[config.mk]
export PLATFORM = sky130hd
export DESIGN_NAME = hamming_stream_acc
export DESIGN_NICKNAME = d
export VERILOG_FILES = /design/src/rtl/hamming_stream_acc.sv
export SDC_FILE = /design/constraint.sdc
export NUM_CORES = 1
export LEC_CHECK = 0
export BUFFER_PORTS_ARGS = -buffer_cell sky130_fd_sc_hd__buf_2
export CORE_ASPECT_RATIO = 1.75
export CORE_MARGIN = 2
export CORE_UTILIZATION = 27
export DETAILED_ROUTE_END_ITERATION = 12
export SLEW_MARGIN = 15
export SYNTH_ARGS = -nofsm -noshare
export SYNTH_HDL_FRONTEND = slang
export SYNTH_SLANG_ARGS = --single-unit
[constraint.sdc]
create_clock -name clk -period 7.19 [get_ports clk]
set_input_delay 0.719 -clock clk [delete_from_list [all_inputs] [get_ports clk]]
set_output_delay 0.719 -clock clk [all_outputs]
set_load 0.1 [all_outputs]
[src/rtl/hamming_stream_acc.sv]
// hamming_stream_acc
// ------------------
// Frame-based Hamming distance accumulator. Each accepted beat compares W bits
// of x against W bits of y and adds popcount(x ^ y) to a running sum. After CC
// accepted beats the frame completes: o carries the sum, o_valid pulses for one
// cycle and match reports whether the sum is <= the threshold captured at start.
// Beats are qualified by in_valid, so the upstream sequencer may stall freely.
//
// Ports:
//   clk       rising-edge clock
//   rst       asynchronous active-low reset
//   start     begin a new frame (accepted in IDLE or DONE, ignored while busy)
//   in_valid  x/y beat present this cycle (only meaningful while busy)
//   x, y      W-bit operand beats
//   thr       OW-bit threshold, captured when start is accepted
//   busy      frame in progress
//   o         last completed frame distance (held until the next frame completes)
//   o_valid   one-cycle pulse in the cycle after the last beat is accepted
//   match     o <= captured threshold, held alongside o

module hamming_stream_acc #(
  parameter int W  = 8,
  parameter int CC = 200,
  parameter int OW = $clog2(W*CC+1)
) (
  input  logic          clk,
  input  logic          rst,
  input  logic          start,
  input  logic          in_valid,
  input  logic [W-1:0]  x,
  input  logic [W-1:0]  y,
  input  logic [OW-1:0] thr,
  output logic          busy,
  output logic [OW-1:0] o,
  output logic          o_valid,
  output logic          match
);

  localparam int PW = $clog2(W+1);
  // A one-beat frame still needs a 1-bit counter to keep the compare well formed.
  localparam int CW = (CC > 1) ? $clog2(CC) : 1;
  localparam logic [CW-1:0] LAST_BEAT = CW'(CC-1);

  typedef enum logic [1:0] {
    IDLE = 2'd0,
    ACC  = 2'd1,
    DONE = 2'd2
  } state_t;

  state_t        state;
  state_t        state_nxt;
  logic [OW-1:0] acc;
  logic [OW-1:0] thr_q;
  logic [CW-1:0] beat_cnt;
  logic [PW-1:0] pc;
  logic [OW-1:0] sum;
  logic          beat;
  logic          last_beat;
  logic          start_ok;

  function automatic logic [PW-1:0] popcount(input logic [W-1:0] v);
    logic [PW-1:0] cnt;
    // NOTE: inside a combinational function, blocking '=' is correct; each
    // iteration must see the count produced by the previous one.
    cnt = '0;
    for (int i = 0; i < W; i++) begin
      cnt = cnt + PW'(v[i]);
    end
    return cnt;
  endfunction

  // x/y only reach the accumulator through 'beat', so their value during a
  // stall (or outside ACC) never disturbs the sum.
  assign pc        = popcount(x ^ y);
  assign sum       = acc + OW'(pc);
  assign beat      = (state == ACC) && in_valid;
  assign last_beat = beat && (beat_cnt == LAST_BEAT);
  assign start_ok  = start && (state != ACC);

  assign busy    = (state == ACC);
  assign o_valid = (state == DONE);

  // State register.
  always_ff @(posedge clk or negedge rst) begin
    if (!rst) begin
      state <= IDLE;
    end else begin
      state <= state_nxt;
    end
  end

  // Next-state logic.
  always_comb begin
    // NOTE: assigning a default before the case guarantees every path drives
    // state_nxt, so no latch is inferred.
    state_nxt = state;
    unique case (state)
      IDLE:    if (start) state_nxt = ACC;
      ACC:     if (last_beat) state_nxt = DONE;
      DONE:    state_nxt = start ? ACC : IDLE;
      default: state_nxt = IDLE;
    endcase
  end

  // Datapath: accumulator, beat counter, captured threshold and held result.
  always_ff @(posedge clk or negedge rst) begin
    // NOTE: all of these are plain registers (no RAM), so every one gets an
    // explicit reset value; a mid-frame reset therefore leaves no stale sum.
    if (!rst) begin
      acc      <= '0;
      beat_cnt <= '0;
      thr_q    <= '0;
      o        <= '0;
      match    <= 1'b0;
    end else begin
      if (start_ok) begin
        // The beat presented in the start cycle is deliberately not counted.
        acc      <= '0;
        beat_cnt <= '0;
        thr_q    <= thr;
      end else if (beat) begin
        acc      <= sum;
        beat_cnt <= beat_cnt + CW'(1);
      end
      // o/match change only on the edge that enters DONE, then hold.
      if (last_beat) begin
        o     <= sum;
        match <= (sum <= thr_q);
      end
    end
  end

endmodule

==> reports/metrics.yaml, run 1 <==
status:
  outcome: "finished clean"
floorplan:
  design.core.area_sq_um: 9040
  die_width_um: 76.9
  die_h_um: 132
  ios: 45
  core.rowCount: 46
  initial_core_util: 0.278
  dieArea_sq_um: 10100
critical_path:
  crit_fanout: 4
  reg2reg_depth: 18
  cp.required_ns: 7.39
  crit_arrival_ns: 5.12
  slowest_delay_ns: 0.51
  crit_chain: "buf_2 > xor2_1 > fa_1 > inv_1 > fa_1 > fa_1 > inv_1 > fa_1 > inv_1 > fa_1 > nor2b_1 > o21ai_2 > a21oi_1 > xor2_1 > ha_1 > a211oi_1 > nor2_1 > a211oi_1 > o21ai_0 > a2bb2oi_1"
  r2r_setup_slack_ns: 2.54
  cp_slowest_cell: "fa_1"
  end_kind: "flop"
  cp_common_cell: "fa_1"
  r2r_start: "acc[0]"
  critPathLaunchType: "primary input"
  critical_path_class: "in2reg"
  worstReg2RegEnd: "match"
routing:
  dr.pass1.iters: 4
  via_count: 1924
  drt-total-wl_um: 5620
  routed_via_density: 4.60
  remaining_drc_errors: 0
  drtIter0Drc: 136
  ant_nets: 0
  wire_per_inst_um: 13.4
logic_synthesis:
  synth_most_common_cell: "dfrtp_1"
  synth_cells: 253
  synth_top_area_frac: 0.438
  synthMuxAreaShare: 0.0314
  synth_nets: 307
  ys_seq_elements: 44
  synth_compound_area_frac: 0.134
  netlist_area_sq_um: 2510
  yosys-top-cells-area: "dfrtp_1, ha_1, o21ai_0, nand2_1, xor2_1"
  yosys.area_share.xor_xnor: 0.0732
  async_reset_ff_frac: 1.00
  synth_edf_count: 0
  synthSimpleGateAreaFrac: 0.140
  yosys_warnings: 0
  synth_cell_type_count: 42
  synth_fa_ha_area_frac: 0.129
  avgSynthCellArea_sq_um: 9.93
  synth_area_leader_cell: "dfrtp_1"
  synth_top_family_by_area: "simple AND/OR/NAND/NOR gates"
  synth_ff_type: "dfrtp_1"
  synth_seq_area_share: 0.438
  ys_top_cells_by_count: "dfrtp_1, nand2_1, o21ai_0"
clock_network:
  cts_made_buffers: 5
  cts_buffer_depth: 2
  post_cts_buffers: 0
  cts_tree: "done"
  cts.htree.levels: 2
  cts_root_buffer: "clkbuf_16"
  cts_sinks: 44
  cts.clk_slew.worst_paths_ns: 0.07
  clkLatencyLatePin_ns: 0.28
  cts_resized: 0
  cts_hold_buf: 0
sta:
  fin_crit_ns: 4.91
  hold_viol_final: 0
  finalMaxSlewViolations: 0
  fin_skew_ns: 0.00634
  fin_setup_tns_ns: 0
  max_freq_mhz: 203
  rsz0062_at_grt: "no"
  slew_headroom: 0.341
  setup_viol: 0
  worst_pin_slew_ns: 0.989
  fin_crit_sh: 0.683
global_route:
  grt_first_pass_wirelength_um: 9540
  grt_max_degree: 45
  grt_usage: 0.118
  antenna_found_initial: 0
  overflow: 0
  grt_pass1_vias: 2006
pwr:
  power.leakage_nw: 1.56
  ir_drop_mv: 0.120
  power_density_nw_per_um2: 339
hold_path:
  whs_path_depth: 2
  hold_class: "reg2reg"
  whs_endpoint: "o[6]"
  hp-start: "o[6]"
final_layout:
  finalNonFillerCells: 418
  num_antenna_cells: 0
  postLayoutCellArea_sq_um: 3010
  fillers: 937
  final_util: 0.334
  area_growth_pct: 20.0
  nNetsFinal: 351
  drive_gt1_frac: 0.208
placed_design:
  place.gp.congestion: 0.798
  dp.cells: 410
  port_buffers: 44
  post_dp_cell_area_sq_um: 2840
  hpwlAfterDp_um: 4370
flow_run:
  maxCapViolCount: 0
routing by layer:
| layer | global-route usage | up-vias | part of all wire |
|---|---|---|---|
| met4 | 0.0495 | 0 | 0.018 |
| met1 | 0.132 | 942 | 0.39 |
| met3 | 0.0185 | 6 | 0.027 |
| met5 | 0 | - | 0 |
| met2 | 0.218 | 35 | 0.56 |
| li1 | - | 941 | - |
registers in the layout, indices dropped and copies added, names as in the netlist:
signal	count
match	1
thr_q	11
state	2
acc	11
beat_cnt	8
o	11
worst max-delay path by stage:
stage | start | to | slack (ns)
finish | y[0] | match | 2.28
global route | y[0] | match | 1.92
CTS | y[0] | match | 2.27
detailed placement | y[0] | match | 1.99
global placement | y[0] | match | 2.06
floorplan | y[0] | match | 2.41
logic make-up (layout without fill, tap and decap cells):
kind of cell	after synthesis	in the layout
AOI/OAI and AO/OA	57	57
xor gates and xnor gates	21	21
adders and majority gates	23	23
buffers and inverters	32	77
DFF	44	44
muxes	7	7
and+or+nand+nor	69	69
placed cells by master (no fill, tap or decap), types with 9 or more instances in the layout:
master,Yosys,layout
a21oi_1,11,11
buf_2,2,44
dfrtp_1,44,44
ha_1,18,18
inv_1,24,24
nand2_1,31,31
nor2_1,14,14
o21ai_0,28,28
xnor2_1,9,9
xor2_1,12,12
final cells by class:
| class | instances | area [sq um] | area share |
|---|---|---|---|
| clock buffers | 5 | 125 | 0.0415 |
| clock inverters | 3 | 46.3 | 0.0154 |
| inverters | 25 | 93.8 | 0.0311 |
| multi-input cells | 177 | 1280 | 0.424 |
| flip-flops and latches | 44 | 1100 | 0.365 |
| well taps | 120 | 150 | 0.0498 |
| repair buffers | 44 | 220 | 0.0731 |
stage by stage:
step                      setup slack (ns)  hold WS [ns]  total power, mW
after floorplan                       2.41         0.423            0.647
after global placement                2.06         0.465            0.755
after detailed placement              1.99         0.466            0.771
after CTS                             2.27         0.482             1.03
after global routing                  1.92         0.504             1.11
final                                 2.28         0.476             1.02
worst max-delay path, delay by kind of cell:
kind | cells | cell delay, ns
fa+ha+maj | 6 | 2.40
compound gates | 6 | 1.04
xor+xnor | 2 | 0.40
buf+inv | 4 | 0.31
simple gates | 2 | 0.24
power by group:
group	total, mW	switching, mW	internal (mW)
clock	0.259	0.0944	0.165
sequential	0.309	0.0310	0.278
combinational	0.453	0.265	0.188
No activity file was read; power rests on OpenSTA's default activity.
==> inputs of run 2 (changes only) <==
clock period = 4.37 ns   (was 7.19 ns; I/O delays follow)
==> run 2 against run 1 <==
  * First-iteration DRC count down 60%
  * Cell count increased by 4.5%
  * Cell area rose by 8.8%
  * Critical path depth down 2
  * Power grew 94%
  * Clock power rose by 61%
  * Critical path type is now reg2reg
==> reports/metrics.yaml, run 2 (synthesis gave the netlist of run 1 again) <==
sta:
  fin_crit_sh: 0.974
  hold_viol_final: 0  # unchanged
  fin_setup_tns_ns: 0  # unchanged
  rsz0062_at_grt: "yes"
  fin_crit_ns: 4.25
  finalMaxSlewViolations: 0  # unchanged
  setup_viol: 0  # unchanged
  fin_ws_ns: 0.115  # -2.16 ns
  worst_pin_slew_ns: 0.978  # -0.0107 ns
  slew_headroom: 0.348  # +0.00716
  max_freq_mhz: 235
  fin_skew_ns: 0.00679  # +0.000451 ns
hold_path:
  hold_class: "in2async"
pwr:
  power.leakage_nw: 1.67  # +7.3%
  power_density_nw_per_um2: 603  # +78%
  ir_drop_mv: 0.215  # +78%
  power_mw: 1.98  # +94%
global_route:
  grt_pass1_vias: 2118  # +5.6%
  grt_first_pass_wirelength_um: 9750  # +2.2%
  overflow: 0  # unchanged
  antenna_found_initial: 0  # unchanged
  grt_max_degree: 45  # unchanged
  grt_usage: 0.119  # +0.00109
routing:
  wl_met3_um: 125  # -18%
  top_layer: "met4"
  remaining_drc_errors: 0  # unchanged
  met1_length_um: 2230  # +1.0%
  dr.pass1.iters: 4  # unchanged
  via_count: 1982  # +3.0%
  ant_nets: 0  # unchanged
  wire_per_inst_um: 13.1  # -2.8%
  wl_met2_um: 3220  # +2.1%
  drtIter0Drc: 55  # -60%
  drt-total-wl_um: 5710  # +1.6%
  routed_via_density: 4.54  # -1.5%
critical_path:
  worstReg2RegEnd: "match"
  end_kind: "flop"
  cp_common_cell: "fa_1"
  cp_slowest_cell: "fa_1"
  reg2reg_depth: 18  # unchanged
  crit_fanout: 4  # unchanged
  r2r_setup_slack_ns: 0.12  # -2.42 ns
  critical_path_class: "reg2reg"
  path_buf_inv: 3  # -1
  r2r_start: "acc[0]"
  cp_top_family: "adder cells"
  critPathLaunchType: "flop"
  crit_arrival_ns: 4.46  # -0.66 ns
  cp.required_ns: 4.57  # -2.82 ns
  crit_chain: "fa_1 > inv_1 > fa_1 > fa_1 > inv_1 > fa_2 > inv_2 > fa_2 > nor2b_4 > o21ai_4 > a21oi_4 > xor2_2 > ha_4 > a211oi_2 > nor2_1 > a211oi_2 > o21ai_1 > a2bb2oi_1"
  slowest_delay_ns: 0.54  # +0.03 ns
floorplan:
  design.core.area_sq_um: 9040  # unchanged
  die_width_um: 76.9  # unchanged
  dieArea_sq_um: 10100  # unchanged
  core.rowCount: 46  # unchanged
  die_h_um: 132  # unchanged
  ios: 45  # unchanged
  initial_core_util: 0.278  # unchanged
final_layout:
  final_cell_mix: "dfrtp_1, buf_2, nand2_1"
  nNetsFinal: 370  # +5.4%
  drive_gt1_frac: 0.309  # +0.101
  reg.largest.list: "acc: 11 flops, o: 11 flops, thr_q: 11 flops"
  area_growth_pct: 30.6
  num_antenna_cells: 0  # unchanged
  postLayoutCellArea_sq_um: 3280  # +8.8%
flow_run:
  maxCapViolCount: 0  # unchanged
placed_design:
  hpwlAfterDp_um: 4420  # +1.2%
  place.gp.congestion: 0.833  # +4.4%
  post_dp_cell_area_sq_um: 2960  # +4.2%
  dp_worst_setup_slack_ns: -0.343  # -2.33 ns
  port_buffers: 44  # unchanged
clock_network:
  cts_sinks: 44  # unchanged
  cts_root_buffer: "clkbuf_16"
  clkLatencyLatePin_ns: 0.28  # about the same
  cts_made_buffers: 5  # unchanged
  cts.htree.levels: 2  # unchanged
  cts_hold_buf: 0  # unchanged
  cts_buffer_depth: 2  # unchanged
  cts_tree: "done"
  cts.clk_slew.worst_paths_ns: 0.06  # about the same
status:
  outcome: "finished clean"
[run 2: changes by cell type in the layout (fill, tap and decap cells not counted), moves of 3 or more]
cell,delta
buf_4,+19
a21oi_1,-3
xnor2_2,+3
xnor2_1,-3
[run 2: power breakdown]
group          internal, mW  switching, mW
clock network         0.269          0.147
registers             0.457         0.0535
logic                 0.536          0.516
total                  1.26          0.717
[run 2: layout make-up]
type / count / area [sq um]
fillers: 905 / 5760
multi-input cells: 177 / 1410
flip-flops and latches: 44 / 1100
repair buffers: 63 / 363
well taps: 120 / 150
clock buffers: 6 / 129
inverters: 25 / 93.8
clock inverters: 2 / 35.0
[run 2: worst max-delay path by stage]
stage / start / to / slack [ns] / cells after the start
after floorplan: y[0] / match / 0.05 / 19
after global placement: y[0] / match / -0.25 / 20
after detailed placement: y[0] / match / -0.34 / 20
after CTS: acc[0] / match / 0.04 / 18
after global routing: acc[0] / match / -0.08 / 18
final: acc[0] / match / 0.12 / 18
[run 2: per-layer routing]
metal | GRT usage | vias to the layer above
met3 | 0.0165 | 10
met4 | 0.0465 | 0
met5 | 0 | -
li1 | - | 978
met1 | 0.137 | 964
met2 | 0.219 | 30
[run 2: through the flow]
| stage | std cells | utilization | hold WS, ns |
|---|---|---|---|
| floorplan | 253 | - | 0.141 |
| global placement | 424 | 0.328 | 0.465 |
| detailed placement | 424 | 0.328 | 0.466 |
| CTS | 436 | 0.353 | 0.358 |
| global route | 437 | 0.363 | 0.377 |
| finish | 437 | 0.363 | 0.320 |
[run 2: timing repair]
item                                    in CTS  in global routing
hold endpoints to repair                     0                  0
endpoints found under the setup margin       1                  1
pin swaps                                   11                 13
setup buffers                                4                  1
resized for setup                            6                 13
==> inputs of run 3 (changes only) <==
BUFFER_PORTS_ARGS = not set   (was -buffer_cell sky130_fd_sc_hd__buf_2)
DONT_BUFFER_PORTS = 1   (was not set)
==> run 3 against run 2 <==
  * Global-route usage shrank 0.41 points
  * Sequential share of layout area grew 2.7 points
  * Critical path depth is the same
  * Combinational power shrank 6%
  * Register-to-register slack lost 0.11 ns
  * Critical path type unchanged
==> reports/metrics.yaml, run 3 (synthesis gave the netlist of run 1 again) <==
status:
  outcome: "finished clean"
routing:
  ant_nets: 0  # unchanged
  drtIter0Drc: 105  # +91%
  dr.pass1.iters: 4  # unchanged
  wire_per_inst_um: 14.5  # +11%
  routed_via_density: 4.60  # +1.4%
  drt-total-wl_um: 5700  # about the same
  via_count: 1803  # -9.0%
  remaining_drc_errors: 0  # unchanged
placed_design:
  post_dp_cell_area_sq_um: 2720  # -8.1%
  port_buffers: 0  # -100%
  hpwlAfterDp_um: 4280  # -3.1%
  place.gp.congestion: 0.830  # -0.30%
  dp_worst_setup_slack_ns: -0.284  # +0.0599 ns
global_route:
  grt_usage: 0.115  # -0.00411
  grt_max_degree: 45  # unchanged
  antenna_found_initial: 0  # unchanged
  overflow: 0  # unchanged
  grt_first_pass_wirelength_um: 9200  # -5.7%
  grt_pass1_vias: 1935  # -8.6%
critical_path:
  critical_path_class: "reg2reg"
  crit_fanout: 4  # unchanged
  end_kind: "flop"
  cp_common_cell: "fa_1"
  slowest_delay_ns: 0.49  # -0.05 ns
  crit_chain: "fa_1 > inv_1 > fa_1 > fa_1 > inv_1 > fa_2 > inv_2 > fa_2 > nor2b_4 > o21ai_4 > a21oi_4 > xor2_2 > ha_4 > a211oi_2 > nor2_1 > a211oi_1 > o21ai_1 > a2bb2oi_1"
  critPathLaunchType: "flop"
  crit_arrival_ns: 4.57  # +0.11 ns
  cp.required_ns: 4.57  # about the same
  cp_slowest_cell: "fa_1"
sta:
  max_freq_mhz: 229  # -2.6%
  timing.hold.ws_ns: 0.279  # -0.0414 ns
  fin_skew_ns: 0.00379  # -0.00300 ns
  rsz0062_at_grt: "yes"
  fin_ws_ns: 0.00329  # -0.112 ns
  fin_crit_ns: 4.37  # +0.112 ns
  fin_crit_sh: 0.999  # +0.0256
  worst_pin_slew_ns: 1.07  # +0.0906 ns
  finalMaxSlewViolations: 0  # unchanged
  slew_headroom: 0.284  # -0.0637
  setup_viol: 0  # unchanged
  hold_viol_final: 0  # unchanged
clock_network:
  cts_buffer_depth: 2  # unchanged
  cts_root_buffer: "clkbuf_16"
  cts_tree: "done"
  cts.clk_slew.worst_paths_ns: 0.06  # about the same
  cts_made_buffers: 5  # unchanged
  cts_sinks: 44  # unchanged
  clkLatencyLatePin_ns: 0.28  # about the same
  cts.htree.levels: 2  # unchanged
final_layout:
  drive_gt1_frac: 0.180  # -0.129
  final_cell_mix: "dfrtp_1, nand2_1, o21ai_0"
  seq_area_sq_um: 1100  # unchanged
  multi_input_area_sq_um: 1380  # -2.0%
  postLayoutCellArea_sq_um: 3030  # -7.5%
  num_antenna_cells: 0  # unchanged
  fillers: 910  # +0.55%
  nNetsFinal: 325  # -12%
  reg.largest.list: "acc: 11 flops, o: 11 flops, thr_q: 11 flops"
  area_growth_pct: 20.8
  layout_commonest_cell: "dfrtp_1"
floorplan:
  ios: 45  # unchanged
  core.rowCount: 46  # unchanged
  initial_core_util: 0.278  # unchanged
  die_h_um: 132  # unchanged
  dieArea_sq_um: 10100  # unchanged
  design.core.area_sq_um: 9040  # unchanged
  die_width_um: 76.9  # unchanged
pwr:
  power_density_nw_per_um2: 618  # +2.4%
  ir_drop_mv: 0.196  # -8.6%
  power.leakage_nw: 1.46  # -13%
flow_run:
  maxCapViolCount: 0  # unchanged
hold_path:
  hold_class: "in2reg"
-- run 3: cell count changes in the layout (fill, tap and decap cells not counted), sizes merged --
| cell | delta |
|---|---|
| buf | -46 |
| bufinv | -1 |
| clkbuf | +1 |
| clkinv | -1 |
| clkinvlp | +1 |
| dlygate4sd3 | +1 |
-- run 3: final timing paths --
kind | end | startpoint | slack, ns | cells past startpoint
setup / recovery | match | acc[0] | 0.003 | 18
hold / removal | thr_q[4] | thr[4] | 0.28 | 2
setup reg to reg | match | acc[0] | 0.003 | 18
hold reg to reg | acc[1] | acc[1] | 0.50 | 2
max in group asynchronous | o[5] | rst | 3.53 | 2
min in group asynchronous | beat_cnt[6] | rst | 0.64 | 2
-- run 3: through the flow --
step                TNS (ns)  total power, mW   util  instances
finish                     0             1.87  0.336        392
CTS                        0             1.81  0.326        390
floorplan                  0             1.07      -        253
detailed placement    -0.284             1.39  0.301        377
global route          -0.181             2.01  0.336        392
global placement      -0.229             1.36  0.301        377
-- run 3: power by group --
| part | switching [mW] | internal [mW] | leakage, nW |
|---|---|---|---|
| sequential | 0.0513 | 0.457 | 0.541 |
| clock | 0.148 | 0.228 | 0.0701 |
| combinational | 0.508 | 0.482 | 0.851 |
-- run 3: per-layer routing --
layer | track usage | up-vias | wire length, um
met5 | 0 | - | 0
met4 | 0.0485 | 0 | 114
met3 | 0.0275 | 8 | 266
met2 | 0.222 | 29 | 3310
met1 | 0.114 | 875 | 2010
li1 | - | 891 | -
-- run 3: timing repair --
action | CTS | global route
endpoints found under the hold margin | 44 | 0
setup buffers | 3 | 2
hold buffers | 2 | 0
gates cloned | 0 | 0
pin swaps | 9 | 12
gates resized for setup | 3 | 12
endpoints found under the setup margin | 1 | 1
-- run 3: critical path: cells and delay by family (launching register included) --
kind            cells  cell delay, ns
fa+ha+maj           6            2.29
compound gates      6            0.96
flops               1            0.39
buf+inv             3            0.17
simple gates        2            0.21
xor+xnor            1            0.26
-- run 3: final cells by class --
type	instances	area share
timing repair buffer	18	0.0520
multi-input combinational	177	0.455
clock inverter	1	0.00247
tap	120	0.0495
inverter	25	0.0309
clock buffer	7	0.0470
sequential	44	0.363
